===== src/rtl/pkg_parking.sv =====
// Shared types and constants for the parking slot-occupancy engine.
// Imported by the bitmap/counter block and the request FSM.
package pkg_parking;

    localparam int PARKING_SLOTS = 16;

    typedef enum logic [1:0] {
        OP_ENTRY = 2'd0,
        OP_EXIT  = 2'd1,
        OP_QUERY = 2'd2
    } op_e;

    typedef enum logic [1:0] {
        RSP_OK       = 2'd0,
        RSP_OCCUPIED = 2'd1,
        RSP_VACANT   = 2'd2,
        RSP_REJECT   = 2'd3
    } rsp_code_e;

    typedef enum logic [1:0] {
        ST_IDLE = 2'd0,
        ST_EVAL = 2'd1,
        ST_RESP = 2'd2
    } state_e;

    // Slot index width, never narrower than one bit.
    function automatic int id_width(input int n);
        return (n > 1) ? $clog2(n) : 1;
    endfunction

endpackage


===== src/rtl/slot_bitmap_ctr.sv =====
// Per-slot occupancy bitmap with a live occupied-slot count and registered full/empty flags.
// A single index serves both the read port and the set/clear commands.
module slot_bitmap_ctr
    import pkg_parking::*;
#(
    parameter int N_SLOTS = PARKING_SLOTS,
    parameter int ID_W    = id_width(N_SLOTS),
    parameter int CNT_W   = $clog2(N_SLOTS + 1)
) (
    input  logic             clk,
    input  logic             rst_n,
    input  logic [ID_W-1:0]  idx_i,
    output logic             idx_valid_o,
    output logic             occupied_o,
    input  logic             set_i,
    input  logic             clr_i,
    input  logic             clear_all_i,
    output logic [CNT_W-1:0] count_o,
    output logic             full_o,
    output logic             empty_o
);

    localparam logic [ID_W:0]    IDX_LIMIT = (ID_W + 1)'(N_SLOTS);
    localparam logic [CNT_W-1:0] CNT_FULL  = CNT_W'(N_SLOTS);

    logic [N_SLOTS-1:0] bitmap_q, bitmap_d;
    logic [CNT_W-1:0]   count_q, count_d;
    logic               full_q, empty_q;

    assign idx_valid_o = ({1'b0, idx_i} < IDX_LIMIT);
    assign occupied_o  = idx_valid_o ? bitmap_q[idx_i] : 1'b0;

    // Count moves only on real bit transitions, so it can never leave 0..N_SLOTS.
    always_comb begin
        // NOTE: every signal written here gets a default first; a missing branch would otherwise infer a latch.
        bitmap_d = bitmap_q;
        count_d  = count_q;
        if (clear_all_i) begin
            bitmap_d = '0;
            count_d  = '0;
        end else if (set_i && idx_valid_o && !bitmap_q[idx_i]) begin
            bitmap_d[idx_i] = 1'b1;
            count_d         = count_q + CNT_W'(1);
        end else if (clr_i && idx_valid_o && bitmap_q[idx_i]) begin
            bitmap_d[idx_i] = 1'b0;
            count_d         = count_q - CNT_W'(1);
        end
    end

    always_ff @(posedge clk or negedge rst_n) begin
        if (!rst_n) begin
            // NOTE: the bitmap is a handful of flops, not a RAM, so it is reset along with everything else.
            bitmap_q <= '0;
            count_q  <= '0;
            full_q   <= 1'b0;
            empty_q  <= 1'b1;
        end else begin
            // NOTE: non-blocking assignments so every flop samples pre-edge values.
            bitmap_q <= bitmap_d;
            count_q  <= count_d;
            full_q   <= (count_d == CNT_FULL);
            empty_q  <= (count_d == '0);
        end
    end

    assign count_o = count_q;
    assign full_o  = full_q;
    assign empty_o = empty_q;

endmodule


===== src/rtl/slot_occupancy_tracker.sv =====
// Slot-availability engine: request FSM (IDLE -> EVAL -> RESP) with valid/ready on both sides,
// driving the occupancy bitmap/counter that sits between password check and gate control.
module slot_occupancy_tracker
    import pkg_parking::*;
#(
    parameter int N_SLOTS = PARKING_SLOTS,
    parameter int ID_W    = id_width(N_SLOTS),
    parameter int CNT_W   = $clog2(N_SLOTS + 1)
) (
    input  logic             clk,
    input  logic             rst_n,
    input  logic             req_valid,
    output logic             req_ready,
    input  logic [1:0]       req_op,
    input  logic             req_pwd_ok,
    input  logic [ID_W-1:0]  req_slot,
    output logic             rsp_valid,
    input  logic             rsp_ready,
    output logic [1:0]       rsp_code,
    output logic [ID_W-1:0]  rsp_slot,
    input  logic             clear_all,
    output logic [CNT_W-1:0] occ_count,
    output logic             full,
    output logic             empty
);

    state_e          state_q, state_d;
    logic [1:0]      op_q, op_d;
    logic            pwd_q, pwd_d;
    logic [ID_W-1:0] slot_q, slot_d;
    rsp_code_e       code_q, code_d;

    logic slot_valid, slot_occ;
    logic set_cmd, clr_cmd, clear_cmd;

    slot_bitmap_ctr #(
        .N_SLOTS (N_SLOTS),
        .ID_W    (ID_W),
        .CNT_W   (CNT_W)
    ) u_bitmap (
        .clk         (clk),
        .rst_n       (rst_n),
        .idx_i       (slot_q),
        .idx_valid_o (slot_valid),
        .occupied_o  (slot_occ),
        .set_i       (set_cmd),
        .clr_i       (clr_cmd),
        .clear_all_i (clear_cmd),
        .count_o     (occ_count),
        .full_o      (full),
        .empty_o     (empty)
    );

    // clear_all wins over acceptance, so ready drops for the clear cycle.
    assign req_ready = rst_n && (state_q == ST_IDLE) && !clear_all;
    assign rsp_valid = (state_q == ST_RESP);
    assign rsp_code  = code_q;
    assign rsp_slot  = slot_q;

    always_comb begin
        state_d   = state_q;
        op_d      = op_q;
        pwd_d     = pwd_q;
        slot_d    = slot_q;
        code_d    = code_q;
        set_cmd   = 1'b0;
        clr_cmd   = 1'b0;
        clear_cmd = 1'b0;
        unique case (state_q)
            ST_IDLE: begin
                if (clear_all) begin
                    clear_cmd = 1'b1;
                end else if (req_valid) begin
                    op_d    = req_op;
                    pwd_d   = req_pwd_ok;
                    slot_d  = req_slot;
                    state_d = ST_EVAL;
                end
            end
            ST_EVAL: begin
                state_d = ST_RESP;
                if (!slot_valid) begin
                    code_d = RSP_REJECT;
                end else begin
                    case (op_q)
                        OP_ENTRY: begin
                            if (!pwd_q) begin
                                code_d = RSP_REJECT;
                            end else if (slot_occ) begin
                                code_d = RSP_OCCUPIED;
                            end else begin
                                code_d  = RSP_OK;
                                set_cmd = 1'b1;
                            end
                        end
                        OP_EXIT: begin
                            if (slot_occ) begin
                                code_d  = RSP_OK;
                                clr_cmd = 1'b1;
                            end else begin
                                code_d = RSP_VACANT;
                            end
                        end
                        OP_QUERY: code_d = slot_occ ? RSP_OCCUPIED : RSP_OK;
                        default:  code_d = RSP_REJECT;
                    endcase
                end
            end
            ST_RESP: begin
                if (rsp_ready) begin
                    state_d = ST_IDLE;
                end
            end
            default: state_d = ST_IDLE;
        endcase
    end

    always_ff @(posedge clk or negedge rst_n) begin
        if (!rst_n) begin
            state_q <= ST_IDLE;
            op_q    <= '0;
            pwd_q   <= 1'b0;
            slot_q  <= '0;
            code_q  <= RSP_OK;
        end else begin
            state_q <= state_d;
            op_q    <= op_d;
            pwd_q   <= pwd_d;
            slot_q  <= slot_d;
            code_q  <= code_d;
        end
    end

endmodule


===== config.mk =====
export PLATFORM = sky130hd
export DESIGN_NAME = slot_occupancy_tracker
export DESIGN_NICKNAME = d
export VERILOG_FILES = /design/src/rtl/pkg_parking.sv /design/src/rtl/slot_bitmap_ctr.sv /design/src/rtl/slot_occupancy_tracker.sv
export SDC_FILE = /design/constraint.sdc
export NUM_CORES = 1
export LEC_CHECK = 0
export CAP_MARGIN = 25
export CORE_MARGIN = 10
export CORE_UTILIZATION = 40
export CTS_CLUSTER_DIAMETER = 40
export DETAILED_ROUTE_END_ITERATION = 12
export HOLD_SLACK_MARGIN = 0.06
export PLACE_DENSITY_LB_ADDON = 0.15
export SYNTH_ARGS = -nofsm -noshare
export SYNTH_HDL_FRONTEND = slang
export SYNTH_SLANG_ARGS = --single-unit

===== constraint.sdc =====
create_clock -name clk -period 5.1 [get_ports clk]
set_input_delay 1.275 -clock clk [delete_from_list [all_inputs] [get_ports clk]]
set_output_delay 1.275 -clock clk [all_outputs]
set_load 0.02 [all_outputs]

After elaboration in Yosys (flattened, before gate mapping)
Cells that the tools add are included.
Operators by class
  add/subtract/negate cells: 2
  magnitude comparators: 2
  equal/unequal tests: 8
  muxes and demuxes: 27
  bitwise operators: 4
  reductions and logical operators: 13
Operator list (count)
  16-bit 2-to-1 mux: 3
  16-bit bitwise AND: 1
  16-bit inverter: 1
  16-bit OR: 1
  5-bit 2-to-1 mux: 3
  1-bit 2-to-1 mux: 12
  2-bit one-hot mux with 3 select lines: 2
  2-bit 2-to-1 mux: 5
  3-bit AND reduction: 2
  5-bit by 1-bit adder with 5-bit output (second input constant): 1
  5-bit == test (second input constant): 1
  1-bit logical AND: 5
  5-bit zero test: 1
  4-bit by 5-bit < comparator with 1-bit output (second input constant): 1
  5-bit by 1-bit subtractor with 5-bit output (second input constant): 1
  1-bit binary-select mux with 4-bit select: 1
  1-bit demux with 4-bit select: 1
  2-bit by 1-bit == test with 1-bit output (second input constant): 2
  2-bit == test (second input constant): 2
  4-bit by 1-bit greater-or-equal comparator with 1-bit output (second input constant): 1
  2-bit zero test: 2
  2-bit inequality test (second input constant): 2
  3-bit nonzero test: 1
  1-bit zero test: 2
  other kinds (2): 2
Storage, ports and cells
  register bits: 34

Longest topological paths before layout
Gate-level depths: netlist of the first run.
  depth after elaboration: 10
  gate-level depth with buffers: 10

By module
Synthesis of the first run repeated with hierarchy kept, for this count alone.
Unflattened totals
  cell total of the unflattened synthesis: 216
  area, all modules: 2083.2 um^2
By module, submodules not included
  slot_bitmap_ctr: instances 1, cells an instance 175, area an instance 1547.7 um^2, seq. area each 576.8 um^2
  slot_occupancy_tracker: instances 1, cells an instance 41, area an instance 535.5 um^2, seq. area each 275.3 um^2

Worst setup path after synthesis of the first run
OpenSTA, ideal clock, no wires.
  path type: input to output
  from: input port clear_all
  to: output port req_ready
  data arrival time: 1.658 ns
  required time: 3.825 ns
  slack: 2.167 ns
  cell stages on the path: 2
  path buffers: 0
  cell sequence: nor3_1 and2_1
Between the ends
  longest elaborated chain between the ends: 2
RTL lines
  start: declaration: RTL line slot_occupancy_tracker.sv:21  | input logic clear_all,
  1-bit zero test: RTL line slot_occupancy_tracker.sv:55  | assign req_ready = rst_n && (state_q == ST_IDLE) && !clear_all;
  1-bit logical AND: RTL line slot_occupancy_tracker.sv:55
  end: declaration: RTL line slot_occupancy_tracker.sv:13  | output logic req_ready,
No other way between the ends.

Worst setup path after layout of the first run
Same ends and word-level chain as after synthesis.

==> flow_summary_export.csv, run 1 <==
group,metric,value,unit
logic_synthesis,synth_area_leaders,"dfrtp_1 (42%), o21ai_0 (5.1%), a21oi_1 (4.6%)",
layout,final-seq-area,852.1,um2
logic_synthesis,synth.distinct_cells,49,
logic_synthesis,syn_avg_cell_area,9.718,um2
timing,finalSetupTns,0,ns
place,port_buffers,26,
layout,layout_common_cells,"dfrtp_1 (33), clkdlybuf4s50_1 (26), o21ai_0 (20)",
global_routing,grt_overflow,0,
logic_synthesis,synth_cells,202,
floorplanning,die_h,90.06,um
logic_synthesis,yosys.area.top_type,"dfrtp_1",
layout,n_antenna_cell,0,
detailed_routing,wl_per_cell,14.92,um
logic_synthesis,ys_warn_count,0,
worst_setup_path,endpoint_kind,"output port",
place,place_inst,286,
logic_synthesis,ys_ff_latch,34,
floorplanning,core-area,4755,um2
power_and_ir_drop,ir_worst_vdd,0.1483,mV
logic_synthesis,synth_top_cell_area_share,42.07,%
detailed_routing,drt-total-wl,4.373,mm
place,routabilityCongestion,0.8226,
floorplanning,die-area,8110,um2
worst_setup_path,crit_buf_inv,2,
worst_setup_path,worstPathMaxFanout,3,
layout,layout_commonest_cell,"dfrtp_1",
clock_tree,cts_hold_buffers,0,
global_routing,grt_pass1_vias,1590,
floorplanning,start_util,41.29,%
clock_tree,insertion_delay,0.28,ns
global_routing,antenna_found_initial,0,
power_and_ir_drop,powerDensity,373.4,nW/um2
timing,hold_violations,0,
clock_tree,cts_root_buffer,"clkbuf_8",
worst_setup_path,worstPathRequired,3.83,ns
layout,nets,240,
logic_synthesis,synth_area,1963,um2
timing,clock_skew,0.005277,ns
layout,syn_to_final_growth,18.36,%
timing,slew_viol_final,0,
timing,relSlewSlack,45.10,%
power_and_ir_drop,total_power,0.0008677,W
worst_setup_path,critPathSlowestCell,"clkdlybuf4s50_1",
worst_setup_path,path_delay_family,"buffers and inverters",
worst_setup_path,path_cells,"clkdlybuf4s50_1 > nor3_1 > and2_1 > clkdlybuf4s50_1",
logic_synthesis,syn_nets,216,
clock_tree,clockBufferDepth,2,
layout,multiInputGateArea,1032,um2
floorplanning,io_pins,27,
timing,fin_crit,3.900,ns
worst_setup_path,slowest_delay,0.59,ns
layout,nFillCells,447,
floorplanning,num_rows,25,
worst_setup_path,critPathKind,"in -> out",
global_routing,grt_pass1_wl,7.797,mm
layout,utilization,48.87,%
detailed_routing,route.detailed.drc,0,
logic_synthesis,synth_edf_count,0,
clock_tree,clock_sinks,34,
power_and_ir_drop,p_leak,0.9614,nW
timing,setup_viol,0,
worst_setup_path,worstPathArrival,2.63,ns
logic_synthesis,ys_seq_area_share,43.40,%
worst_hold_path,worstHoldPathType,"reg -> reg",
clock_tree,post_cts_resized,0,
detailed_routing,via_count,1618,
clock_tree,h-tree-depth,2,
layout,layout-drive-gt1-share,12.39,%
timing,worstMarginPinSlew,0.8235,ns
detailed_routing,dr.pass1.iters,4,
clock_tree,numCtsBuffers,5,
detailed_routing,vias_per_cell,5.522,
place,dp_hpwl,3.164,mm
logic_synthesis,synth-main-ff-cell,"dfrtp_1",
layout,fin_cells,293,
clock_tree,cts_setup_buffers,0,
worst_setup_path,crit_path_start_kind,"input port",
global_routing,grt_usage,11.36,%
detailed_routing,drt_iter0_drc,72,
floorplanning,die_w,90.06,um
timing,whs,0.4783,ns
clock_tree,cts_tree,"yes",
outcome,run_status,"complete, no violations",
timing,post-route-period-util,76.48,%
worst_setup_path,crit_top_cell,"clkdlybuf4s50_1",
timing,rsz0062_at_grt,"false",
clock_tree,path_clk_slew,0.07,ns
global_routing,grt_max_degree,35,
job,cap_violations,0,
timing,fmax,256.4,MHz
logic_synthesis,ys_async_sr_fraction,100.0,%
detailed_routing,antenna_left,0,
==> cell usage after synthesis, types with 2 or more instances <==
cell type	number
nor2b_1	2
and2_1	6
a211oi_1	2
mux2_2	7
o21ai_0	20
nor2_1	11
nand3_1	8
nand2b_1	7
nand4b_1	2
o41ai_1	2
clkbuf_1	5
inv_1	3
nor3_1	5
nand4_1	2
dfrtp_1	33
o211a_1	2
mux2i_1	9
nand3b_1	2
a22oi_2	4
a21oi_1	18
ha_1	2
o21bai_1	2
buf_2	2
nand2_1	18
and3_1	4
==> cell type report <==
type                       instances  share of cell area (%)
multi-input combinational        155                   44.43
sequential                        34                   36.67
timing repair buffer              27                   11.52
tap                               67                   3.608
clock buffer                       7                   3.285
inverter                           3                  0.4847
==> path summary, 6_finish.rpt <==
| kind | from | cells after the start | endpoint | slack, ns |
|---|---|---|---|---|
| worst max-delay path | clear_all | 4 | req_ready | 1.20 |
| worst min-delay path | rsp_code[0]$_DFFE_PN0N_ | 2 | rsp_code[0]$_DFFE_PN0N_ | 0.48 |
| worst max register to register | rsp_slot[0]$_DFFE_PN0P_ | 7 | u_bitmap.empty_o$_DFF_PN1_ | 2.38 |
| worst min register to register | rsp_code[0]$_DFFE_PN0N_ | 2 | rsp_code[0]$_DFFE_PN0N_ | 0.48 |
| max in group asynchronous | rst_n | 2 | u_bitmap.empty_o$_DFF_PN1_ | 3.36 |
| min in group asynchronous | rst_n | 2 | op_q[0]$_DFFE_PN0P_ | 1.41 |
==> state kept, by name (all words and copies together), names as in the netlist <==
name,count
rsp_code,2
u_bitmap.count_o,5
op_q,2
u_bitmap.empty_o,1
pwd_q,1
rsp_slot,4
u_bitmap.bitmap_q,16
state_q,2
u_bitmap.full_o,1
==> kinds of logic after synthesis <==
| family | synth area share, % |
|---|---|
| muxes | 9.178 |
| adders and majority gates | 1.274 |
| DFF | 43.40 |
| xor gates and xnor gates | 0.8925 |
| buffers and inverters | 4.016 |
| AOI/OAI and AO/OA | 19.25 |
| and+or+nand+nor | 21.99 |
==> metal layers <==
| metal | routed length, um | vias up | GRT usage, % |
|---|---|---|---|
| met3 | 250 | 10 | 4.239 |
| met5 | 0 | - | 0 |
| met4 | 71 | 0 | 3.581 |
| met1 | 1932 | 774 | 13.79 |
| li1 | - | 785 | - |
| met2 | 2119 | 49 | 18.16 |
==> report_power, final <==
part / internal, W / switching, W
clock: 0.0000939 / 0.0000915
sequential: 0.000307 / 0.0000664
combinational: 0.000148 / 0.000160
==> worst min-delay path: cells and delay by family (launching register included) <==
family | cells | cell delay, ns
flops | 1 | 0.34
simple gates | 1 | 0.05
compound gates | 1 | 0.06
==> per-stage QoR <==
stage	setup slack [ns]	instance area, um2
floorplan	2.167	1963
global placement	1.199	2247
detailed placement	1.191	2247
CTS	1.183	2323
global route	1.064	2323
finish	1.200	2323
(Power assumes the default switching activity.)
==> run 2: changes to the inputs <==
==> constraint.sdc (replaced) <==
create_clock -name clk -period 3.9 [get_ports clk]
set_input_delay 0.975 -clock clk [delete_from_list [all_inputs] [get_ports clk]]
set_output_delay 0.975 -clock clk [all_outputs]
set_load 0.02 [all_outputs]
==> run 2 against run 1 <==
Net effect:
- register-to-register slack lost 1.2 ns
- combinational power grew 32%
- critical path depth is the same
==> flow_summary_export.csv, run 2 (synthesized netlist as in run 1, its figures left out) <==
group,metric,value,unit
worst_setup_path,worstPathMaxFanout,3,
clock_tree,cts_tree,"yes",
floorplanning,start_util,41.29,%
power_and_ir_drop,switching_share,35.60,%
worst_setup_path,path_delay_family,"buffers and inverters",
clock_tree,cts_hold_buffers,0,
layout,n_antenna_cell,0,
detailed_routing,route.detailed.drc,0,
global_routing,grt_pass1_wl,7.797,mm
worst_setup_path,crit_top_cell,"clkdlybuf4s50_1",
worst_setup_path,path_cells,"clkdlybuf4s50_1 > nor3_1 > and2_1 > clkdlybuf4s50_1",
worst_setup_path,crit_path_start_kind,"input port",
worst_setup_path,worstPathRequired,2.92,ns
global_routing,antenna_found_initial,0,
worst_setup_path,critPathKind,"in -> out",
worst_setup_path,worstPathArrival,2.35,ns
timing,worstMarginPinSlew,0.6888,ns
power_and_ir_drop,intPower,0.0007755,W
power_and_ir_drop,pwr-share-seq,40.6,%
timing,post-route-period-util,85.31,%
global_routing,grt_max_degree,35,
worst_setup_path,slowest_delay,0.60,ns
floorplanning,num_rows,25,
timing,slew_viol_final,0,
worst_setup_path,endpoint_kind,"output port",
place,port_buffers,26,
power_and_ir_drop,power_switching,0.0004287,W
power_and_ir_drop,ir_worst_vdd,0.2168,mV
timing,clock_skew,0.006012,ns
power_and_ir_drop,power_frac_comb,33.9,%
outcome,run_status,"complete, no violations",
layout,largest-register,"u_bitmap.bitmap_q",
clock_tree,post_cts_resized,0,
floorplanning,die_w,90.06,um
place,routabilityCongestion,0.7981,
clock_tree,cts_setup_buffers,0,
global_routing,grt_pass1_vias,1610,
worst_setup_path,crit_buf_inv,2,
place,dp_hpwl,3.235,mm
timing,setup_viol,0,
layout,syn_to_final_growth,20.46,%
global_routing,grt_usage,11.27,%
layout,layout-drive-gt1-share,14.04,%
timing,finalSetupTns,0,ns
detailed_routing,wl_per_cell,15.05,um
timing,hold_violations,0,
place,place_inst,287,
detailed_routing,drt_iter0_drc,48,
clock_tree,clock_sinks,34,
timing,fin_crit,3.327,ns
floorplanning,io_pins,27,
power_and_ir_drop,clkPwrFrac,25.5,%
layout,fin_cells,295,
timing,fmax,300.5,MHz
clock_tree,h-tree-depth,2,
power_and_ir_drop,p_leak,0.9857,nW
floorplanning,die-area,8110,um2
power_and_ir_drop,powerDensity,509.3,nW/um2
detailed_routing,antenna_left,0,
layout,layout_commonest_cell,"dfrtp_1",
layout,layout_common_cells,"dfrtp_1 (33), clkdlybuf4s50_1 (26), o21ai_0 (20)",
floorplanning,core-area,4755,um2
detailed_routing,drt-total-wl,4.441,mm
clock_tree,insertion_delay,0.28,ns
clock_tree,cts_root_buffer,"clkbuf_8",
job,cap_violations,0,
layout,largest_register_ffs,16,
clock_tree,clockBufferDepth,2,
worst_hold_path,worstHoldPathType,"reg -> reg",
detailed_routing,vias_per_cell,5.390,
clock_tree,numCtsBuffers,5,
worst_setup_path,critPathSlowestCell,"clkdlybuf4s50_1",
timing,rsz0062_at_grt,"false",
timing,relSlewSlack,54.08,%
clock_tree,path_clk_slew,0.07,ns
layout,nets,241,
global_routing,grt_overflow,0,
detailed_routing,via_count,1590,
floorplanning,die_h,90.06,um
detailed_routing,dr.pass1.iters,4,
==> run 2: cell count changes in the layout (fill, tap and decap cells not counted) <==
cell      change
clkbuf_8      +3
clkbuf_1      -2
buf_4         +1
==> run 2: power by group through the flow <==
stage / combinational, W / clock (W) / sequential [W]
final: 0.000408 / 0.000307 / 0.000489
after global routing: 0.000448 / 0.000331 / 0.000505
after CTS: 0.000412 / 0.000315 / 0.000490
after detailed placement: 0.000412 / 0 / 0.000497
after global placement: 0.000406 / 0 / 0.000496
after floorplan: 0.000280 / 0 / 0.000490
==> run 2: per-stage QoR <==
stage               cell area [um2]  power [W]  hold slack [ns]  util (%)  setup slack (ns)
floorplan                      1963  0.0007697           0.5128         -             1.567
global placement               2255  0.0009017           0.4624     47.42            0.6066
detailed placement             2255  0.0009089           0.4718     47.42            0.5590
CTS                            2365   0.001217           0.4881     49.74            0.5535
global route                   2365   0.001285           0.5455     49.74            0.4926
finish                         2365   0.001204           0.4798     49.74            0.5727
==> run 2: worst paths after layout <==
kind | startpoint | to | slack, ns | cells after the start
max | clear_all | req_ready | 0.57 | 4
min | rsp_code[1]$_DFFE_PN0N_ | rsp_code[1]$_DFFE_PN0N_ | 0.48 | 2
max in group asynchronous | rst_n | u_bitmap.empty_o$_DFF_PN1_ | 2.43 | 2
min reg2reg | rsp_code[1]$_DFFE_PN0N_ | rsp_code[1]$_DFFE_PN0N_ | 0.48 | 2
min in group asynchronous | rst_n | state_q[0]$_DFFE_PN0P_ | 1.13 | 2
max reg2reg | rsp_slot[0]$_DFFE_PN0P_ | u_bitmap.empty_o$_DFF_PN1_ | 1.20 | 7
==> run 2: final cells by class <==
class / instances / area (um2)
inverter: 3 / 11.26
fill: 466 / 2390
sequential: 34 / 852.1
multi-input combinational: 155 / 1032
clock buffer: 8 / 110.1
timing repair buffer: 28 / 275.3
tap: 67 / 83.83
==> run 2: routing by layer <==
metal  up-vias  track usage (%)  share of wire [%]  wire [um]
li1        784                -                  -          -
met1       756            13.98                 46       2030
met2        43            18.16                 48       2123
met3         7            3.242                5.2        232
met4         0            3.979                1.2         55
met5         -                0                  0          0
==> run 2: tightest hold or removal path, stage by stage (launching register included) <==
cell and delay, ns:
dfrtp_1 0.34, nand2_1 0.04, o21ai_0 0.06
==> run 3: changes to the inputs <==
--- a/config.mk
+++ b/config.mk
@@ -12,6 +12,7 @@
 export DETAILED_ROUTE_END_ITERATION = 12
 export HOLD_SLACK_MARGIN = 0.06
 export PLACE_DENSITY_LB_ADDON = 0.15
+export SLEW_MARGIN = 20
 export SYNTH_ARGS = -nofsm -noshare
 export SYNTH_HDL_FRONTEND = slang
 export SYNTH_SLANG_ARGS = --single-unit
==> results of run 3 <==
Final layout, timing and power as in run 2 (identical DEF).
